<file path="src/rtl/mem_wb_pipe_pkg.sv">
// Shared widths, nop payload values and control constants for the MEM->WB boundary.
package mem_wb_pipe_pkg;

  localparam int RegAw = 5;
  localparam int RegDw = 32;
  localparam int CsrAw = 12;
  localparam int CsrDw = 32;
  localparam int CntW  = 64;

  localparam logic RstEnable    = 1'b1;
  localparam logic WriteEnable  = 1'b1;
  localparam logic WriteDisable = 1'b0;

  localparam logic [RegAw-1:0] RegAddrNop = '0;
  localparam logic [RegDw-1:0] RegNop     = '0;
  localparam logic [CsrAw-1:0] CsrAddrNop = '0;
  localparam logic [CsrDw-1:0] CsrNop     = '0;

endpackage

</file>
<file path="src/rtl/mem_wb_pipe_skid_buf.sv">
// Valid/ready payload register with flush; MEM_WB_SKID_EN selects the
// two-entry skid form, otherwise a single slot.
module pipe_skid_buf
  import mem_wb_pipe_pkg::*;
#(
  parameter int PW = 8
) (
  input  logic          clk,
  input  logic          rst,
  input  logic          flush,
  input  logic          in_valid,
  output logic          in_ready,
  input  logic [PW-1:0] in_data,
  output logic          out_valid,
  input  logic          out_ready,
  output logic [PW-1:0] out_data
);

  logic [PW-1:0] main_q, main_d;
  logic          main_vld_q, main_vld_d;
  logic          in_xfer, out_xfer;

  assign out_valid = main_vld_q;
  assign out_data  = main_q;
  assign out_xfer  = main_vld_q && out_ready;

`ifdef MEM_WB_SKID_EN
  logic [PW-1:0] skid_q, skid_d;
  logic          skid_vld_q, skid_vld_d;

  // ready comes straight from a flop: no out_ready->in_ready path
  assign in_ready = !skid_vld_q;
  assign in_xfer  = in_valid && in_ready;

  always_comb begin
    main_d     = main_q;
    main_vld_d = main_vld_q;
    skid_d     = skid_q;
    skid_vld_d = skid_vld_q;
    if (flush) begin
      main_vld_d = 1'b0;
      skid_vld_d = 1'b0;
    end else if (out_xfer && skid_vld_q) begin
      main_d     = skid_q;
      skid_vld_d = 1'b0;
    end else if (out_xfer) begin
      main_vld_d = in_xfer;
      if (in_xfer) main_d = in_data;
    end else if (in_xfer && main_vld_q) begin
      skid_d     = in_data;
      skid_vld_d = 1'b1;
    end else if (in_xfer) begin
      main_d     = in_data;
      main_vld_d = 1'b1;
    end
  end

  always_ff @(posedge clk) begin
    if (rst == RstEnable) begin
      main_q     <= '0;
      main_vld_q <= 1'b0;
      skid_q     <= '0;
      skid_vld_q <= 1'b0;
    end else begin
      main_q     <= main_d;
      main_vld_q <= main_vld_d;
      skid_q     <= skid_d;
      skid_vld_q <= skid_vld_d;
    end
  end
`else
  assign in_ready = !main_vld_q || out_ready;
  assign in_xfer  = in_valid && in_ready;

  always_comb begin
    main_d     = main_q;
    main_vld_d = main_vld_q;
    if (flush) begin
      main_vld_d = 1'b0;
    end else if (in_xfer) begin
      main_d     = in_data;
      main_vld_d = 1'b1;
    end else if (out_xfer) begin
      main_vld_d = 1'b0;
    end
  end

  always_ff @(posedge clk) begin
    if (rst == RstEnable) begin
      main_q     <= '0;
      main_vld_q <= 1'b0;
    end else begin
      main_q     <= main_d;
      main_vld_q <= main_vld_d;
    end
  end
`endif

endmodule

</file>
<file path="src/rtl/mem_wb_pipe.sv">
// MEM->WB boundary: GPR/CSR write triples under valid/ready with flush and
// a retire counter. Define MEM_WB_SKID_EN for the two-entry skid buffer.
module mem_wb_pipe
  import mem_wb_pipe_pkg::*;
#(
  parameter int REG_AW = RegAw,
  parameter int REG_DW = RegDw,
  parameter int CSR_AW = CsrAw,
  parameter int CSR_DW = CsrDw,
  parameter int CNT_W  = CntW
) (
  input  logic              clk,
  input  logic              rst,
  input  logic              flush,
  input  logic              in_valid,
  output logic              in_ready,
  input  logic [REG_AW-1:0] in_waddr,
  input  logic [REG_DW-1:0] in_wdata,
  input  logic              in_we,
  input  logic              in_csr_we,
  input  logic [CSR_AW-1:0] in_csr_waddr,
  input  logic [CSR_DW-1:0] in_csr_wdata,
  output logic              out_valid,
  input  logic              out_ready,
  output logic [REG_AW-1:0] out_waddr,
  output logic [REG_DW-1:0] out_wdata,
  output logic              out_we,
  output logic              out_csr_we,
  output logic [CSR_AW-1:0] out_csr_waddr,
  output logic [CSR_DW-1:0] out_csr_wdata,
  output logic [CNT_W-1:0]  retire_cnt
);

  localparam int PW = 2 + REG_AW + REG_DW + CSR_AW + CSR_DW;

  logic [PW-1:0]     in_data, out_data;
  logic              h_we, h_csr_we;
  logic [REG_AW-1:0] h_waddr;
  logic [REG_DW-1:0] h_wdata;
  logic [CSR_AW-1:0] h_csr_waddr;
  logic [CSR_DW-1:0] h_csr_wdata;
  logic              cnt_en;
  logic [CNT_W-1:0]  cnt_q, cnt_d;

  assign in_data = {in_we, in_waddr, in_wdata,
                    in_csr_we, in_csr_waddr, in_csr_wdata};

  pipe_skid_buf #(.PW(PW)) u_buf (
    .clk       (clk),
    .rst       (rst),
    .flush     (flush),
    .in_valid  (in_valid),
    .in_ready  (in_ready),
    .in_data   (in_data),
    .out_valid (out_valid),
    .out_ready (out_ready),
    .out_data  (out_data)
  );

  assign {h_we, h_waddr, h_wdata,
          h_csr_we, h_csr_waddr, h_csr_wdata} = out_data;

  // an empty stage presents a nop so the write ports never see stale data
  assign out_we        = out_valid ? h_we        : WriteDisable;
  assign out_csr_we    = out_valid ? h_csr_we    : WriteDisable;
  assign out_waddr     = out_valid ? h_waddr     : REG_AW'(RegAddrNop);
  assign out_wdata     = out_valid ? h_wdata     : REG_DW'(RegNop);
  assign out_csr_waddr = out_valid ? h_csr_waddr : CSR_AW'(CsrAddrNop);
  assign out_csr_wdata = out_valid ? h_csr_wdata : CSR_DW'(CsrNop);

  // an output transfer retires even when flush lands in the same cycle
  assign cnt_en = (out_valid && out_ready) ? WriteEnable : WriteDisable;

  always_comb begin
    cnt_d = cnt_q;
    if (cnt_en == WriteEnable) cnt_d = cnt_q + CNT_W'(1);
  end

  always_ff @(posedge clk) begin
    if (rst == RstEnable) cnt_q <= '0;
    else                  cnt_q <= cnt_d;
  end

  assign retire_cnt = cnt_q;

endmodule
</file>
<file path="config.mk">
export PLATFORM = sky130hd
export DESIGN_NAME = mem_wb_pipe
export DESIGN_NICKNAME = d
export VERILOG_FILES = /design/src/rtl/mem_wb_pipe_pkg.sv /design/src/rtl/mem_wb_pipe_skid_buf.sv /design/src/rtl/mem_wb_pipe.sv
export SDC_FILE = /design/constraint.sdc
export NUM_CORES = 1
export LEC_CHECK = 0
export ABC_AREA = 1
export CAP_MARGIN = 20
export CORE_UTILIZATION = 30
export CTS_CLUSTER_DIAMETER = 50
export CTS_CLUSTER_SIZE = 20
export DETAILED_ROUTE_END_ITERATION = 16
export GPL_ROUTABILITY_DRIVEN = 1
export PLACE_DENSITY = 0.59
export RECOVER_POWER = 100
export SYNTH_ARGS = -nofsm -noshare
export SYNTH_HDL_FRONTEND = slang
export SYNTH_SLANG_ARGS = --single-unit
</file>
<file path="constraint.sdc">
create_clock -name clk -period 1.6 [get_ports clk]
set_input_delay 0.32 -clock clk [delete_from_list [all_inputs] [get_ports clk]]
set_output_delay 0.32 -clock clk [all_outputs]
set_load 0.03 [all_outputs]
</file>
==> results of run 1 <==
layout make-up:
type,instances,area [um^2]
inverter,140,544
clock inverter,15,156
sequential,148,3020
clock buffer,17,425
fill,2301,10800
timing repair buffer,393,3940
multi-input combinational,832,4300
tap,319,399
how the worst min path moves through the flow:
stage,from,to
floorplan,flush,u_buf.out_valid
global placement,retire_cnt[5],retire_cnt[5]
detailed placement,retire_cnt[5],retire_cnt[5]
CTS,in_wdata[31],u_buf.out_data[76]
global route,in_csr_waddr[1],u_buf.out_data[33]
finish,in_csr_waddr[5],u_buf.out_data[37]
repair_timing:
action / 4_1_cts / 5_1_grt
pin swaps: 9 / 41
endpoints found under the setup margin: 177 / 198
resized for setup: 318 / 289
gates cloned: 4 / 4
hold endpoints to repair: 0 / 0
setup buffers: 8 / 11
state kept, by name (all words and copies together) (netlist names):
signal,count
retire_cnt,64
u_buf.out_valid,1
u_buf.out_data,83
worst min-delay path: cells and delay by family:
kind / cells / cell delay [ns]
AND/OR/NAND/NOR: 2 / 0.15
buffers and inverters: 1 / 0.39
metal layers:
layer	up-vias	global-route usage	part of all wire
met1	3888	0.264	0.41
met3	41	0.0642	0.075
met5	-	0	0
met2	317	0.385	0.49
li1	4300	-	-
met4	0	0.0798	0.026
power by group through the flow:
| stage | Clock (mW) | Combinational, mW | Sequential, mW |
|---|---|---|---|
| final | 4.04 | 0.976 | 3.92 |
| after global routing | 4.28 | 1.06 | 3.94 |
| after CTS | 4.12 | 0.894 | 3.90 |
| after detailed placement | 0 | 0.799 | 3.98 |
| after global placement | 0 | 0.795 | 3.98 |
| after floorplan | 0 | 0.377 | 3.97 |
synthesized netlist by cell type, types with 3 or more instances:
master | instances | area, um^2
nor2_1 | 344 | 1290
nand2_1 | 270 | 1010
dfxtp_1 | 148 | 2960
inv_1 | 138 | 518
o21ai_0 | 103 | 515
nand3_1 | 30 | 150
a21oi_1 | 27 | 135
clkbuf_1 | 24 | 90.1
buf_2 | 17 | 85.1
nand4_1 | 12 | 75.1
xor2_1 | 9 | 78.8
nor2_2 | 7 | 43.8
nor3_1 | 6 | 30.0
o21bai_1 | 5 | 37.5
and2_1 | 3 | 18.8
logic make-up (layout without fill, tap and decap cells):
group,after synthesis,in the layout,synth area share
xor+xnor,10,10,0.0122
flops,148,148,0.411
compound gates,139,139,0.0993
buf+inv,183,565,0.0984
simple gates,682,682,0.377
fa+ha+maj,1,1,0.00174
through the flow:
stage               total power [mW]  utilization  hold slack [ns]  std cells  instance area (um^2)
floorplan                       4.34            -            0.391       1163                  7220
CTS                             8.92        0.509            0.448       1850                 12000
detailed placement              4.78        0.453            0.474       1806                 10700
global placement                4.77        0.453            0.468       1806                 10700
global route                    9.27        0.543            0.459       1864                 12800
finish                          8.94        0.543            0.462       1864                 12800
==> flow_metrics.env, run 1 <==
export IMPL_clk_pin_slew_ns=0.08
export IMPL_crit_chain="buf_12 > clkbuf_16 > nand2_1 > inv_1 > buf_6"
export IMPL_critPathMaxStageDelay_ns=0.40
export IMPL_switching_share=0.283
export IMPL_path_depth=5
export IMPL_peakVddDrop_mv=0.584
export IMPL_startpoint="u_buf.out_valid"
export IMPL_dieArea_mm2=0.0246
export IMPL_drc=0
export IMPL_r2r_start="u_buf.out_valid"
export IMPL_final_max_slew_violation_count=0
export IMPL_powerDensity_mw_per_mm2=700
export IMPL_start_util=0.306
export IMPL_fin_crit_sh=1.08
export IMPL_routed_wl_mm=28.3
export IMPL_portBuffers=236
export IMPL_cts_root_buf="clkbuf_16"
export IMPL_vias=8546
export IMPL_endpoint="out_wdata[15]"
export IMPL_p_leak_nw=5.95
export IMPL_synthFlopType="dfxtp_1"
export IMPL_num_rows=56
export IMPL_routed_via_density=4.58
export IMPL_status="finished, violations left"
export IMPL_nNetsFinal=1621
export IMPL_hold_viol_final=0
export IMPL_clock_path_buffers=2
export IMPL_tightest_slew_ns=0.375
export IMPL_grt_pass1_vias=8049
export IMPL_worstHoldPathType="input port to register"
export IMPL_synthCells=1163
export IMPL_dp_hpwl_mm=19.6
export IMPL_reg2reg_slack_ns=-0.10
export IMPL_mostFrequentLayoutCell="nor2_1"
export IMPL_critical_path_max_fanout=8
export IMPL_rr_endpoint="retire_cnt[36]"
export IMPL_synth_warnings=0
export IMPL_p_clk_frac=0.452
export IMPL_hold_depth=3
export IMPL_antenna_found_initial=0
export IMPL_dr_first_iter_drc_count=413
export IMPL_syn_nets=1252
export IMPL_timing_reg2reg_worst_path_depth=11
export IMPL_tns_ns=-8.23
export IMPL_fmax_ghz=0.581
export IMPL_fin_crit_ns=1.72
export IMPL_grt_max_degree=58
export IMPL_grt_pass1_wl_mm=42.3
export IMPL_syn_cell_area_mm2=0.00721
export IMPL_seqPwrFrac=0.439
export IMPL_gp_congestion=0.983
export IMPL_startpoint_type="register"
export IMPL_place_ws_ns=-0.428
export IMPL_clock_skew_ns=0.00923
export IMPL_yosysSeqAreaShare=0.411
export IMPL_clock_sinks=148
export IMPL_coreArea_mm2=0.0235
export IMPL_cts_hold_buf=0
export IMPL_track_usage=0.224
export IMPL_p_switching_mw=2.53
export IMPL_n_antenna_cell=0
export IMPL_tritoncts="built"
export IMPL_worstPathArrival_ns=1.40
export IMPL_async_flop_share=0
export IMPL_fp_dieW_um=157
export IMPL_cap_violations=0
export IMPL_relSlewSlack=0.751
export IMPL_critical_path_endpoint_type="output pin"
export IMPL_crit_type="register to output pin"
export IMPL_fin_ws_ns=-0.121
export IMPL_cp_num_buf_inv=4
export IMPL_overflow=0
export IMPL_clock_latency_ns=0.44
export IMPL_ys_ff_latch=148
export IMPL_final_cell_mix="nor2_1, nand2_1, buf_4"
export IMPL_drive_above_1_share=0.381
export IMPL_crit_path_top_delay_cell="dfxtp_4"
export IMPL_io_pins=237
export IMPL_critPathTopFamily="buffers and inverters"
export IMPL_ctsHtreeMaxLevel=4
export IMPL_rsz0062_at_grt="true"
export IMPL_failed_checks="negative setup slack"
export IMPL_die_h_um=157
export IMPL_power_frac_comb=0.109
export IMPL_synth_area_per_cell_um2=6.20
export IMPL_synth_distinct_cells=30
export IMPL_synth_edf_count=0
export IMPL_worstPathRequired_ns=1.28
export IMPL_avgRoutedWirePerCell_um=15.2
export IMPL_syn2layout_area_growth_pct=77.3
export IMPL_numCtsBuffers=17
export IMPL_setup_violations_final=110
export IMPL_internal_power_mw=6.41
export IMPL_drtPass1Iterations=5
export IMPL_drtAntennaViolNets=0
No activity file was read; power rests on OpenSTA's default activity.
==> run 2: changes to the inputs <==
CORE_UTILIZATION = 46   (was 30)
PLACE_DENSITY = 0.83   (was 0.59)
==> run 2 against run 1 <==
The run still ends with negative setup slack left. Critical path depth rose by 5. Register-to-register slack worse by 0.11 ns. Non-clock buffer count decreased by 16. Design area is 1.2% lower. First-iteration DRC count increased by 150%. Power rose by 1.7%. Combinational power rose by 16%. Clock skew rose by 0.0058 ns. Routed wire length rose by 20%. Global-route usage is 11 points higher. Clock power decreased by 1%. Critical endpoint is now retire_cnt[59]. Largest power group unchanged. Highest routed layer unchanged.
==> flow_metrics.env, run 2 (synthesized netlist as in run 1, its figures left out) <==
export IMPL_io_pins=237
export IMPL_grt_use_met3=0.107
export IMPL_timing_reg2reg_worst_path_depth=10
export IMPL_avgRoutedWirePerCell_um=19.5
export IMPL_cap_violations=0
export IMPL_ctsHtreeMaxLevel=4
export IMPL_grt_pass1_wl_mm=42.4
export IMPL_min_from="in_wdata[12]"
export IMPL_fin_ws_ns=-0.210
export IMPL_routed_wl_mm=33.9
export IMPL_tritoncts="built"
export IMPL_fin_crit_ns=1.81
export IMPL_drc=0
export IMPL_drtAntennaViolNets=0
export IMPL_clock_skew_ns=0.0150
export IMPL_routed_via_density=5.63
export IMPL_largest_reg_flops=83
export IMPL_fin_crit_sh=1.13
export IMPL_holdWs_ns=0.465
export IMPL_reg2reg_slack_ns=-0.21
export IMPL_drtPass1Iterations=8
export IMPL_peakVddDrop_mv=0.701
export IMPL_final_max_slew_violation_count=0
export IMPL_hold_depth=3
export IMPL_vias=9797
export IMPL_failed_checks="negative setup slack"
export IMPL_p_leak_nw=5.88
export IMPL_start_util=0.472
export IMPL_syn2layout_area_growth_pct=75.3
export IMPL_portBuffers=236
export IMPL_min_to="u_buf.out_data[57]"
export IMPL_seqPwrFrac=0.435
export IMPL_track_usage=0.338
export IMPL_critical_path_endpoint_type="register"
export IMPL_power_mw=9.09
export IMPL_setup_violations_final=192
export IMPL_tns_ns=-16.00
export IMPL_critical_path_max_fanout=5
export IMPL_nNetsFinal=1605
export IMPL_final_cell_mix="nor2_1, nand2_1, dfxtp_1"
export IMPL_startpoint_type="register"
export IMPL_clk_pin_slew_ns=0.07
export IMPL_worstHoldPathType="input port to register"
export IMPL_crit_type="register to register"
export IMPL_mostFrequentLayoutCell="nor2_1"
export IMPL_p_clk_frac=0.441
export IMPL_clock_latency_ns=0.44
export IMPL_worstPathArrival_ns=2.13
export IMPL_switching_share=0.278
export IMPL_fp_dieW_um=127
export IMPL_dr_first_iter_drc_count=1016
export IMPL_power_frac_comb=0.124
export IMPL_final_core_util=0.828
export IMPL_worstPathRequired_ns=1.92
export IMPL_drive_above_1_share=0.379
export IMPL_antenna_found_initial=0
export IMPL_rsz0062_at_grt="true"
export IMPL_n_antenna_cell=0
export IMPL_gp_congestion=0.974
export IMPL_relSlewSlack=0.755
export IMPL_status="finished, violations left"
export IMPL_grtUsageMet2=0.592
export IMPL_powerDensity_mw_per_mm2=720
export IMPL_clock_sinks=148
export IMPL_tightest_slew_ns=0.363
export IMPL_hold_viol_final=0
export IMPL_clock_path_buffers=2
export IMPL_die_h_um=127
export IMPL_grt_pass1_vias=8608
export IMPL_coreArea_mm2=0.0153
export IMPL_grt_busiest_layer="met2"
export IMPL_fmax_ghz=0.552
export IMPL_internal_power_mw=6.56
export IMPL_numCtsBuffers=17
export IMPL_dieArea_mm2=0.0162
export IMPL_p_switching_mw=2.53
export IMPL_overflow=0
export IMPL_place_ws_ns=-0.343
export IMPL_rr_endpoint="retire_cnt[59]"
export IMPL_grt_max_degree=48
export IMPL_num_rows=45
export IMPL_dp_hpwl_mm=18.2
export IMPL_cts_root_buf="clkbuf_16"
export IMPL_r2r_start="retire_cnt[26]"
export IMPL_use_met1=0.370
[run 2: cell count changes in the layout (fill, tap and decap cells not counted), sizes merged]
cell	change
inv	-2
buf	-24
clkdlybuf4s15	-1
clkdlybuf4s50	-2
dlygate4sd3	+1
clkbuf	+14
dlygate4sd2	-2
clkdlybuf4s18	-1
bufinv	+1
clkinv	-1
clkinvlp	+1
[run 2: how the worst max path moves through the flow]
stage / start / endpoint / slack, ns
after floorplan: u_buf.out_valid / out_csr_waddr[0] / -0.01
after global placement: out_ready / u_buf.out_data[31] / -0.30
after detailed placement: out_ready / retire_cnt[40] / -0.34
after CTS: u_buf.out_valid / out_csr_wdata[12] / -0.16
after global routing: retire_cnt[26] / retire_cnt[59] / -0.23
final: retire_cnt[26] / retire_cnt[59] / -0.21
[run 2: layout make-up]
cell class              instances  area, um^2
flip-flops and latches        148        3010
multi-input cells             832        4370
repair buffers                377        3880
clock inverters                14         143
fillers                       842        2630
clock buffers                  18         429
inverters                     140         536
well taps                     211         264
[run 2: routing by layer]
layer  wire [um]  share of wire
met1       11400           0.34
met2       16300           0.48
met3        3430           0.10
met4        2760          0.081
met5           0              0
[run 2: per-stage QoR]
stage	cell area, um^2	instances
after global placement	10400	1677
after floorplan	7220	1163
after detailed placement	10400	1677
after global routing	12600	1740
final	12600	1740
after CTS	11600	1726
[run 2: repair_timing]
item,in CTS,in global routing
pin swaps,16,70
gates cloned,5,11
endpoints found under the setup margin,175,223
hold buffers,0,0
gates resized for setup,277,371
setup buffers,12,6
[run 2: critical path, stage by stage, from the launching register on]
cell and delay [ns]:
dfxtp_2 0.42, nand2_1 0.12, nor2_1 0.20, nand2_1 0.18
nor2_4 0.18, buf_4 0.14, nand3_1 0.10, nor2_2 0.17
nand2_1 0.08, nand2_1 0.07, nor2_1 0.04
[run 2: power groups by stage]
stage	Clock, mW	Combinational, mW	Sequential (mW)
after floorplan	0	0.377	3.97
after detailed placement	0	0.795	3.98
after global routing	4.19	1.17	3.96
final	4.00	1.13	3.96
after global placement	0	0.780	3.98
after CTS	3.97	0.901	3.91
